File: config.mk
export PLATFORM = sky130hd
export DESIGN_NAME = pcm_uart_streamer
export DESIGN_NICKNAME = d
export VERILOG_FILES = /design/src/rtl/pcm_stream_pkg.sv /design/src/rtl/pcm_uart_streamer_tx.sv /design/src/rtl/pcm_uart_streamer.sv
export SDC_FILE = /design/constraint.sdc
export NUM_CORES = 1
export LEC_CHECK = 0
export ABC_AREA = 0
export CAP_MARGIN = 30
export CORE_ASPECT_RATIO = 1.5
export CORE_UTILIZATION = 48
export CTS_CLUSTER_SIZE = 30
export DETAILED_ROUTE_END_ITERATION = 8
export SLEW_MARGIN = 20
export SYNTH_ARGS = -nofsm -noshare
export SYNTH_HDL_FRONTEND = slang
export SYNTH_SLANG_ARGS = --single-unit
File: constraint.sdc
create_clock -name clk -period 3.6 [get_ports clk]
set_clock_uncertainty 0.2 [all_clocks]
set_input_delay 0.54 -clock clk [delete_from_list [all_inputs] [get_ports clk]]
set_output_delay 0.54 -clock clk [all_outputs]
set_load 0.005 [all_outputs]
File: src/rtl/pcm_stream_pkg.sv
// Shared types and constants for the PCM-to-UART streaming stage.
// Sync header bytes, sample width and framing FSM states.
package pcm_stream_pkg;

    localparam int PCM_W = 16;
    localparam logic [7:0] SYNC0_BYTE = 8'hA5;
    localparam logic [7:0] SYNC1_BYTE = 8'h5A;

    typedef enum logic [2:0] {
        IDLE,
        SYNC0,
        SYNC1,
        MSB,
        LSB
    } stream_state_t;

    function automatic int min1_clog2(input int n);
        return (n > 1) ? $clog2(n) : 1;
    endfunction

endpackage

File: src/rtl/pcm_uart_streamer_tx.sv
// 8N1 byte serializer: start bit, d0..d7 LSB-first, stop bit.
// Each bit lasts BAUD_DIV clocks; ready returns once the stop bit has ended.
module uart_byte_tx
    import pcm_stream_pkg::*;
#(
    parameter int BAUD_DIV = 3
) (
    input  logic       clk,
    input  logic       rst,
    input  logic       load,
    input  logic [7:0] data,
    output logic       tx,
    output logic       ready
);

    localparam int DW = min1_clog2(BAUD_DIV);
    localparam logic [DW-1:0] DIV_LAST = DW'(BAUD_DIV - 1);

    logic          act_q;
    logic [DW-1:0] div_q;
    logic [3:0]    bit_q;
    logic [9:0]    shr_q;
    logic          bit_end;

    assign bit_end = (div_q == DIV_LAST);

    always_ff @(posedge clk or posedge rst) begin
        if (rst) begin
            act_q <= 1'b0;
            div_q <= '0;
            bit_q <= '0;
            shr_q <= '1;
        end else if (load && !act_q) begin
            act_q <= 1'b1;
            div_q <= '0;
            bit_q <= '0;
            shr_q <= {1'b1, data, 1'b0};
        end else if (act_q) begin
            if (bit_end) begin
                div_q <= '0;
                shr_q <= {1'b1, shr_q[9:1]};
                bit_q <= bit_q + 4'd1;
                if (bit_q == 4'd9) begin
                    act_q <= 1'b0;
                end
            end else begin
                div_q <= div_q + 1'b1;
            end
        end
    end

    // Line is forced high whenever no frame is in flight, so reset idles it at once.
    assign tx    = ~act_q | shr_q[0];
    assign ready = ~act_q;

endmodule

File: src/rtl/pcm_uart_streamer.sv
// Captures PCM samples on pcm_clk rising edges into a FIFO and streams
// them as framed UART bytes: A5 5A header, then MSB/LSB per sample.
module pcm_uart_streamer
    import pcm_stream_pkg::*;
#(
    parameter int BAUD_DIV  = 3,
    parameter int FIFO_AW   = 4,
    parameter int FRAME_LEN = 64
) (
    input  logic             clk,
    input  logic             rst,
    input  logic             pcm_clk,
    input  logic [PCM_W-1:0] pcm_in,
    output logic             uart_tx,
    output logic             busy,
    output logic             overflow,
    output logic [FIFO_AW:0] fifo_level
);

    localparam int DEPTH = 1 << FIFO_AW;
    localparam int FC_W  = min1_clog2(FRAME_LEN);
    localparam logic [FIFO_AW:0] FULL_LVL = (FIFO_AW + 1)'(DEPTH);
    localparam logic [FC_W-1:0]  FC_LAST  = FC_W'(FRAME_LEN - 1);

    logic             s1_q, s2_q, s3_q;
    logic             pcm_edge;
    logic             push_q;
    logic [PCM_W-1:0] smp_q;

    logic [PCM_W-1:0] mem_q [DEPTH];
    logic [FIFO_AW-1:0] wr_ptr_q, rd_ptr_q;
    logic [FIFO_AW:0]   cnt_q;
    logic             ovf_q;
    logic             fifo_full, fifo_empty;
    logic             push_ok;
    logic [PCM_W-1:0] head;

    stream_state_t    state_q, state_d;
    logic [FC_W-1:0]  frame_cnt_q, frame_cnt_d;
    logic [7:0]       hold_lsb_q;
    logic             pop;
    logic             tx_load;
    logic [7:0]       tx_data;
    logic             tx_ready;

    assign pcm_edge = s2_q & ~s3_q;

    always_ff @(posedge clk or posedge rst) begin
        if (rst) begin
            s1_q   <= 1'b0;
            s2_q   <= 1'b0;
            s3_q   <= 1'b0;
            push_q <= 1'b0;
            smp_q  <= '0;
        end else begin
            s1_q   <= pcm_clk;
            s2_q   <= s1_q;
            s3_q   <= s2_q;
            push_q <= pcm_edge;
            if (pcm_edge) begin
                smp_q <= pcm_in;
            end
        end
    end

    assign fifo_full  = (cnt_q == FULL_LVL);
    assign fifo_empty = (cnt_q == '0);
    // A full FIFO still takes the write when the same cycle frees a slot.
    assign push_ok    = push_q & (~fifo_full | pop);
    assign head       = mem_q[rd_ptr_q];

    always_ff @(posedge clk) begin
        if (push_ok) begin
            mem_q[wr_ptr_q] <= smp_q;
        end
    end

    always_ff @(posedge clk or posedge rst) begin
        if (rst) begin
            wr_ptr_q <= '0;
            rd_ptr_q <= '0;
            cnt_q    <= '0;
            ovf_q    <= 1'b0;
        end else begin
            if (push_ok) begin
                wr_ptr_q <= wr_ptr_q + 1'b1;
            end
            if (pop) begin
                rd_ptr_q <= rd_ptr_q + 1'b1;
            end
            if (push_ok && !pop) begin
                cnt_q <= cnt_q + 1'b1;
            end else if (pop && !push_ok) begin
                cnt_q <= cnt_q - 1'b1;
            end
            if (push_q && fifo_full && !pop) begin
                ovf_q <= 1'b1;
            end
        end
    end

    always_ff @(posedge clk or posedge rst) begin
        if (rst) begin
            state_q     <= IDLE;
            frame_cnt_q <= '0;
            hold_lsb_q  <= '0;
        end else begin
            state_q     <= state_d;
            frame_cnt_q <= frame_cnt_d;
            if (pop) begin
                hold_lsb_q <= head[7:0];
            end
        end
    end

    always_comb begin
        state_d     = state_q;
        frame_cnt_d = frame_cnt_q;
        pop         = 1'b0;
        tx_load     = 1'b0;
        tx_data     = 8'h00;
        if (tx_ready) begin
            unique case (state_q)
                IDLE: begin
                    if (!fifo_empty) begin
                        tx_load = 1'b1;
                        if (frame_cnt_q == '0) begin
                            tx_data = SYNC0_BYTE;
                            state_d = SYNC0;
                        end else begin
                            pop     = 1'b1;
                            tx_data = head[15:8];
                            state_d = MSB;
                        end
                    end
                end
                SYNC0: begin
                    tx_load = 1'b1;
                    tx_data = SYNC1_BYTE;
                    state_d = SYNC1;
                end
                SYNC1: begin
                    pop     = 1'b1;
                    tx_load = 1'b1;
                    tx_data = head[15:8];
                    state_d = MSB;
                end
                MSB: begin
                    tx_load = 1'b1;
                    tx_data = hold_lsb_q;
                    state_d = LSB;
                end
                LSB: begin
                    frame_cnt_d = (frame_cnt_q == FC_LAST) ?
                                  '0 : frame_cnt_q + 1'b1;
                    state_d     = IDLE;
                end
                default: state_d = IDLE;
            endcase
        end
    end

    uart_byte_tx #(
        .BAUD_DIV(BAUD_DIV)
    ) u_tx (
        .clk  (clk),
        .rst  (rst),
        .load (tx_load),
        .data (tx_data),
        .tx   (uart_tx),
        .ready(tx_ready)
    );

    assign busy       = (state_q != IDLE) | ~fifo_empty;
    assign overflow   = ovf_q;
    assign fifo_level = cnt_q;

endmodule

==> summary.txt <==
Die Y - 204 microns
Initial Utilization - 49.1%
HP Class - in -> async
largest net degree at the start of global routing - 69
I/O pins - 27
antenna violations before repair - 0
worst rel slew slack - 35.1%
PortBufs - 26
mean post-synth cell area - 17.8 sq um
maximum VDD drop - 0.457 mV
Avg WL per Cell - 24.0 microns
Num CTS Buffers - 31
Slew Limit Fails - 0
sequential area share after synthesis - 71.6%
Diodes inserted - 0
RSZ-0062 raised after global routing - false
number of synthesized flops with an enable pin - 256
Area Overhead vs Synth - 14.0%
fin nets - 818
Lkg Pwr - 5.06 nW
core footprint - 26700 sq um
layout cells sized above 1 - 20.1%
setup TNS - 0 ps
GP Congestion - 0.803
layout filler cell count - 2025
MaxCap Viol Count - 0
Int Power - 6.86 mW
CTS root buf - clkbuf_16
final setup fails - 0
Seq cells post-synth - 323
YS warnings - 0
gr usage total - 20.7%
Period Utilization, post-route - 92.0%
Net Sw Power - 2.36 mW
slew at the pin closest to its max-slew limit - 973 ps
fin crit period - 3310 ps
postcts setup bufs - 0
via count - 6750
power share of the sequential group - 52.8%
final instance area - 14900 sq um
first-pass GRT wire length - 41800 microns
Inst Count DP - 1081
die area - 27900 sq um
Die W - 137 microns
Post-CTS Resized - 0
Buf/Inv on CP - 2
vias in the first global route - 7160
Final Hold Viols - 0
initial DRC count - 403
Clk pwr share - 34.3%
critical path fanouts, max - 5
Synth Flop Type - edfxtp_1
crit-path max cell delay - 490 ps
Vias/cell - 5.89
Levels on crit path - 13
fin util - 55.9%
final wirelength - 27500 microns
status - complete, no violations
CP top delay family - compound AO/OA/AOI/OAI gates
Post-synth ARST share - 20.7%
CP max-delay cell - or4b_4
CP startpoint - frame_cnt_q[0]
hpwl dp - 17400 microns
Worst-path clk slew - 70 ps
count of different cell masters after synthesis - 55
CP required - 3850 ps
Switching Share - 25.6%
antenna viol nets, final - 0
Comb power frac - 12.9%
# DRC - 0
clock tree buffer depth - 3
crit-path cells - inv_1 > ha_1 > or4b_4 > o22ai_2 > a21bo_2 > ha_1 > inv_1 > fa_1 > a21o_1 > a21oi_1 > xnor2_1 > nor2_1 > xnor2_1
GR Overflow Total - 0
Worst setup EP type - flip-flop
commonest non-fill, non-tap cells in the layout - edfxtp_1, dfrtp_1, nand2_1
worst skew pair latency - 570 ps
syn_nets - 768
TritonRoute pass-1 iters - 5
total chip power - 9.22 mW
Startpoint Class - flip-flop
placed cell area - 13800 sq um
PD cells - 618 nW/um^2
row count - 73
Mapped Cells - 735
CP arrival - 3560 ps
Post-Syn Area - 13100 sq um
Hold-fix buffers, CTS - 0
commonest non-fill, non-tap cell in the layout - edfxtp_1
final std cells w/o fill - 1146
CTS tree - built
H-tree depth - 1
R2R cell count - 13
Crit Path Class - reg -> reg
RR Startpoint - frame_cnt_q[0]
clock sinks - 323
Max Clk Rate - 302 MHz
## logic make-up after synthesis
family | synth area share, %
xor gates and xnor gates | 1.07
adders and majority gates | 1.40
buffers and inverters | 2.02
muxes | 13.2
and+or+nand+nor | 5.25
DFF | 71.6
AOI/OAI and AO/OA | 5.46
## cells in the mapped netlist (all sizes together), types with 2 or more instances
cell,instances,area [sq um]
nor2,22,82.6
a22o,10,87.6
mux4,60,1400
clkbuf,18,67.6
xnor2,11,96.3
a21oi,13,65.1
buf,21,148
a211oi,9,67.6
nand4,5,31.3
a31oi,4,25.0
nand3,8,40.0
ha,13,163
mux2,18,203
dfstp,9,236
and2,7,43.8
inv,13,48.8
nor3,6,30.0
nand2,53,201
edfxtp,256,7690
a22oi,14,105
a221oi,12,105
nor2b,11,68.8
and3,16,100
mux2i,12,120
nand2b,2,12.5
dfrtp,58,1450
a21o,2,15.0
o21ai,26,130
xor2,5,43.8
o31ai,3,22.5
## registers in the layout, summed over array words and instances (netlist names), 2 cells and up
signal / count
fifo_level: 5
u_tx.shr_q: 9
rd_ptr_q: 4
u_tx.bit_q: 4
u_tx.div_q: 2
mem_q: 256
hold_lsb_q: 8
state_q: 3
smp_q: 16
wr_ptr_q: 4
frame_cnt_q: 6
## metal layers
layer / vias up / GRT usage [%] / wire length, microns
met5: - / 0 / 0
met4: 0 / 6.87 / 569
met3: 34 / 3.13 / 1070
met2: 168 / 37.5 / 15100
met1: 3529 / 25.1 / 10800
li1: 3019 / - / -
## through the flow
step           hold WS (ps)  worst slack, ps
6_report                145              288
5_1_grt                 162              141
4_1_cts                 159              292
3_5_place_dp            148              323
3_3_place_gp            137              393
2_1_floorplan           131              396
## path summary, 6_finish.rpt
check / end / slack (ps)
worst min-delay path: smp_q[15] / 140
worst max register to register: fifo_level[4] / 290
worst min register to register: s2_q / 160
max in group asynchronous: u_tx.shr_q[0] / 2340
min in group clk: s2_q / 160
worst max-delay path: fifo_level[4] / 290
## cell type report
cell class	instances	area, sq um	share of cell area [%]
well taps	337	422	2.83
flip-flops and latches	323	9380	62.9
repair buffers	56	622	4.17
inverters	13	48.8	0.327
clock buffers	35	791	5.30
multi-input cells	360	3450	23.2
clock inverters	22	203	1.36
## power by group through the flow
stage / Clock, mW / Sequential [mW] / Combinational [mW]
floorplan: 0 / 4.77 / 0.856
global placement: 0 / 4.90 / 1.10
detailed placement: 0 / 4.94 / 1.17
CTS: 3.24 / 4.87 / 1.18
global route: 3.39 / 4.92 / 1.31
finish: 3.16 / 4.87 / 1.19
No activity file was read; power rests on OpenSTA's default activity.
==> RTL edit 1 (same settings) <==
Register the output `uart_tx`, without a reset; this adds one clock of latency there. The other outputs are not delayed to match.
--- a/src/rtl/pcm_uart_streamer.sv
+++ b/src/rtl/pcm_uart_streamer.sv
@@ -21,6 +21,8 @@
     localparam int FC_W  = min1_clog2(FRAME_LEN);
     localparam logic [FIFO_AW:0] FULL_LVL = (FIFO_AW + 1)'(DEPTH);
     localparam logic [FC_W-1:0]  FC_LAST  = FC_W'(FRAME_LEN - 1);
+
+    logic uart_tx_d;
 
     logic             s1_q, s2_q, s3_q;
     logic             pcm_edge;
@@ -167,7 +169,7 @@
         .rst  (rst),
         .load (tx_load),
         .data (tx_data),
-        .tx   (uart_tx),
+        .tx   (uart_tx_d),
         .ready(tx_ready)
     );
 
@@ -175,5 +177,9 @@
     assign overflow   = ovf_q;
     assign fifo_level = cnt_q;
 
+    always_ff @(posedge clk) begin
+        uart_tx <= uart_tx_d;
+    end
+
 endmodule
 
Function: changed (a bounded check fails within 10 cycles, from zero or initial values and one cycle with rst high).
==> RTL edit 1 against the unedited design <==
Core utilization rose by 0.31 points; cell area rose by 0.56%; cell count up 0.35%; synthesized cell count up 0.14%; power up 1.7%; maximum frequency decreased by 0.49%; sequential cell count up 1; routed wire length is 3.8% higher; worst setup slack worse by 16 ps; synthesized area is 0.15% higher; critical path type unchanged; critical endpoint unchanged; largest cell class unchanged; highest routed layer unchanged.
==> RTL edit 1: results <==
<?xml version="1.0" encoding="UTF-8"?>
<metrics>
  <group name="placed_design">
    <metric name="gpl.final_weighted_congestion" unit="">0.8961</metric>
    <metric name="placed_area" unit="sq mm">0.01395</metric>
    <metric name="dp.final_hpwl" unit="microns">18940</metric>
    <metric name="place.detailed.instances" unit="">1093</metric>
  </group>
  <group name="route">
    <metric name="detail_route.iter0.violations" unit="">491</metric>
    <metric name="finalWirelength" unit="microns">28530</metric>
    <metric name="vias" unit="">6782</metric>
    <metric name="wire_per_inst" unit="microns">24.81</metric>
  </group>
  <group name="status">
    <metric name="status" unit="">complete, no violations</metric>
  </group>
  <group name="synth">
    <metric name="synth_cell_types" unit="">56</metric>
    <metric name="share_of_async_settable_or_async_resettable_flops_after_synthesis" unit="%">20.68</metric>
    <metric name="synth_top_cell_area_share" unit="%">58.65</metric>
    <metric name="ys_warn_count" unit="">0</metric>
    <metric name="syn_inst" unit="">736</metric>
    <metric name="netlist_top_cells_area" unit="">edfxtp_1 (59%), dfrtp_1 (11%), mux4_2 (8.1%)</metric>
    <metric name="postSynthNetCount" unit="">769</metric>
  </group>
  <group name="pwr">
    <metric name="vdd_drop_max" unit="uV">526.7</metric>
    <metric name="leakagePower" unit="uW">0.005109</metric>
  </group>
  <group name="finish">
    <metric name="final_net_count" unit="">823</metric>
    <metric name="area_growth_syn_to_layout" unit="%">14.48</metric>
    <metric name="drive_above_1_share" unit="%">20.66</metric>
  </group>
  <group name="global_routing">
    <metric name="grt_pass1_wl" unit="microns">43440</metric>
    <metric name="grt_max_degree" unit="">35</metric>
    <metric name="grt_pass1_vias" unit="">7203</metric>
  </group>
  <group name="timing">
    <metric name="slew_headroom" unit="%">35.08</metric>
  </group>
  <group name="clocking">
    <metric name="cts_made_buffers" unit="">30</metric>
  </group>
</metrics>
-- RTL edit 1: worst reg2reg max path, delay by kind of cell, from the launching register on --
kind / cells / cell delay, ps
xor gates and xnor gates: 2 / 270
and+or+nand+nor: 2 / 550
buffers and inverters: 2 / 230
DFF: 1 / 430
adders and majority gates: 3 / 770
AOI/OAI and AO/OA: 4 / 780
-- RTL edit 1: stage by stage --
stage,setup slack (ps),hold slack [ps]
finish,271.5,142.8
detailed placement,301.0,137.9
CTS,285.1,152.1
global route,105.9,179.9
global placement,414.7,139.5
floorplan,396.2,131.2
-- RTL edit 1: report_power, final --
group / switching [uW] / internal (uW) / leakage (uW)
logic: 629 / 570 / 0.00148
registers: 370 / 4510 / 0.00313
clock network: 1370 / 1930 / 0.000499
-- RTL edit 1: path summary, 6_finish.rpt --
check,slack (ps),to,startpoint
hold reg to reg,150,s2_q$_DFF_PP0_,s1_q$_DFF_PP0_
setup / recovery,270,fifo_level[4]$_DFFE_PP0P_,frame_cnt_q[0]$_DFFE_PP0P_
min in group clk,150,s2_q$_DFF_PP0_,s1_q$_DFF_PP0_
max in group asynchronous,2280,smp_q[0]$_DFFE_PP0P_,rst
setup reg to reg,270,fifo_level[4]$_DFFE_PP0P_,frame_cnt_q[0]$_DFFE_PP0P_
hold / removal,140,u_tx.act_q$_DFF_PP0_,rst
-- RTL edit 1: routing by layer --
layer / share of wire, % / vias up / GRT usage, % / wire (microns)
met1: 39 / 3527 / 26.00 / 11060
li1: - / 3024 / - / -
met3: 4.3 / 56 / 3.224 / 1220
met5: 0 / - / 0 / 0
met4: 3.1 / 0 / 8.006 / 879
met2: 54 / 175 / 38.69 / 15380
-- RTL edit 1: cells by family after synthesis --
| family | after synthesis | synth area share (%) |
|---|---|---|
| AOI/OAI and AO/OA | 103 | 5.451 |
| adders and majority gates | 14 | 1.394 |
| and+or+nand+nor | 137 | 5.241 |
| DFF | 324 | 71.68 |
| muxes | 90 | 13.15 |
| buffers and inverters | 52 | 2.014 |
| xor gates and xnor gates | 16 | 1.069 |
-- RTL edit 1: area by class of cell --
cell class / instances / area [sq um]
clock buffer: 35 / 790.8
inverter: 13 / 50.05
tap: 337 / 421.7
multi-input combinational: 360 / 3455
clock inverter: 20 / 235.2
fill: 2065 / 11670
sequential: 324 / 9400
timing repair buffer: 61 / 651.9
==> RTL edit 2 (same flow settings) <==
Made on the original files. `PCM_W`: 16 -> 18.
--- a/src/rtl/pcm_stream_pkg.sv
+++ b/src/rtl/pcm_stream_pkg.sv
@@ -2,7 +2,7 @@
 // Sync header bytes, sample width and framing FSM states.
 package pcm_stream_pkg;
 
-    localparam int PCM_W = 16;
+    localparam int PCM_W = 18;
     localparam logic [7:0] SYNC0_BYTE = 8'hA5;
     localparam logic [7:0] SYNC1_BYTE = 8'h5A;
 
Interface: changed (resized pcm_in); port bits go from 27 to 29. The function was not compared with the original's and may differ.
==> RTL edit 2 against the unedited design <==
Die area is 1.1% lower; power is 0.88% higher; cell area is 0.30% lower; sequential cell count stayed put; worst setup slack better by 87 ps; routed wire length is 6.6% lower; synthesized area is 1.2% lower; non-clock buffer count is 3 higher; largest cell class unchanged.
==> RTL edit 2: results <==
<?xml version="1.0" encoding="UTF-8"?>
<metrics>
  <group name="synth">
    <metric name="post_synth_mux_area_share" unit="%">12.80</metric>
    <metric name="post_synth_xor_area_fraction" unit="%">1.151</metric>
    <metric name="area_share_of_fa_ha_maj_cells_after_synthesis" unit="%">1.412</metric>
    <metric name="netlist_top_cells_area" unit="">edfxtp_1 (59%), dfrtp_1 (11%), mux4_2 (9.8%)</metric>
    <metric name="synth_common_cells" unit="">edfxtp_1 (256), dfrtp_1 (58), mux4_2 (56)</metric>
    <metric name="synth_cell_types" unit="">53</metric>
    <metric name="postSynthNetCount" unit="">733</metric>
    <metric name="seq_area_frac_synth" unit="%">72.48</metric>
    <metric name="postSynthAreaPerCell" unit="sq um">18.53</metric>
  </group>
  <group name="global_routing">
    <metric name="grt_max_degree" unit="">68</metric>
    <metric name="grt_pass1_wl" unit="microns">39540</metric>
    <metric name="antenna_found_initial" unit="">1</metric>
    <metric name="grt_pass1_vias" unit="">6737</metric>
    <metric name="grt_usage" unit="%">19.67</metric>
  </group>
  <group name="placed_design">
    <metric name="dp.final_hpwl" unit="microns">16190</metric>
    <metric name="place.detailed.instances" unit="">1047</metric>
    <metric name="placed_area" unit="sq mm">0.01365</metric>
    <metric name="gpl.final_weighted_congestion" unit="">0.8324</metric>
  </group>
  <group name="route">
    <metric name="finalWirelength" unit="microns">25680</metric>
    <metric name="detail_route.iter0.violations" unit="">382</metric>
    <metric name="wire_per_inst" unit="microns">23.01</metric>
    <metric name="post_drt_via_cell_ratio" unit="">5.728</metric>
  </group>
  <group name="worst_setup_path">
    <metric name="timing.critical_path.to" unit="">fifo_level[4]$_DFFE_PP0P_</metric>
    <metric name="cell_family_contributing_the_most_delay_on_the_critical_path" unit="">adder cells</metric>
    <metric name="critPathMaxFanout" unit="">4</metric>
    <metric name="setup.reg_to_reg.worst_slack" unit="ps">370</metric>
  </group>
  <group name="clocking">
    <metric name="cts.repair_timing.setup_buffer_count" unit="">0</metric>
    <metric name="cts_made_buffers" unit="">30</metric>
    <metric name="cts_buffer_depth" unit="">3</metric>
    <metric name="root_buffer" unit="">clkbuf_16</metric>
  </group>
  <group name="finish">
    <metric name="layout.filler_cells" unit="">2056</metric>
    <metric name="drive_above_1_share" unit="%">24.26</metric>
    <metric name="final_net_count" unit="">790</metric>
  </group>
  <group name="pwr">
    <metric name="vdd_drop_max" unit="uV">388.5</metric>
    <metric name="power_switching_share" unit="%">24.65</metric>
    <metric name="leakagePower" unit="uW">0.005053</metric>
  </group>
  <group name="timing">
    <metric name="slew_headroom" unit="%">36.03</metric>
    <metric name="layout_worst_path_cycle_share" unit="%">89.59</metric>
    <metric name="hold_ws" unit="ps">136.3</metric>
  </group>
  <group name="status">
    <metric name="status" unit="">complete, no violations</metric>
  </group>
</metrics>
[RTL edit 2: cell count changes after synthesis, moves of 6 or more]
cell      before  now
a211oi_1       9    3
a21o_1         2   14
clkbuf_1      18   12
mux2_2        18   27
mux4_1        13    0
mux4_2        47   56
nand2_1       52   28
o221ai_1       0    8
[RTL edit 2: worst reg2reg max path: cells and delay by family (launching register included)]
family | cells | cell delay (ps)
AOI/OAI and AO/OA | 4 | 740
DFF | 1 | 420
and+or+nand+nor | 2 | 550
adders and majority gates | 3 | 760
xor gates and xnor gates | 2 | 250
buffers and inverters | 2 | 190
[RTL edit 2: kinds of logic (layout without fill, tap and decap cells)]
family / after synthesis / after routing
flip-flops: 323 / 323
multiplexers: 92 / 92
XOR/XNOR: 17 / 17
buffers and inverters: 51 / 132
adder cells (fa/ha/maj): 14 / 14
AO/OA/AOI/OAI: 106 / 106
AND/OR/NAND/NOR: 95 / 95
[RTL edit 2: cell type report]
cell class | count | share of cell area, %
clock buffers | 35 | 5.383
clock inverters | 21 | 1.623
inverters | 17 | 0.4290
multi-input cells | 324 | 22.16
flip-flops and latches | 323 | 63.06
well taps | 337 | 2.835
repair buffers | 59 | 4.508
[RTL edit 2: per-layer routing]
metal  up-vias  global-route usage [%]  wire length, microns
met5         -                       0                     0
met4         0                   6.111                   500
met3        33                   2.622                  1121
met2       134                   34.66                 13900
met1      3327                   24.97                 10160
li1       2899                       -                     -
[RTL edit 2: power groups by stage]
stage / registers [uW] / clock network (uW) / logic [uW]
6_report: 4830 / 3290 / 1180
5_1_grt: 4880 / 3500 / 1310
4_1_cts: 4840 / 3350 / 1180
3_5_place_dp: 4920 / 0 / 1170
3_3_place_gp: 4870 / 0 / 1110
2_1_floorplan: 4780 / 0 / 810
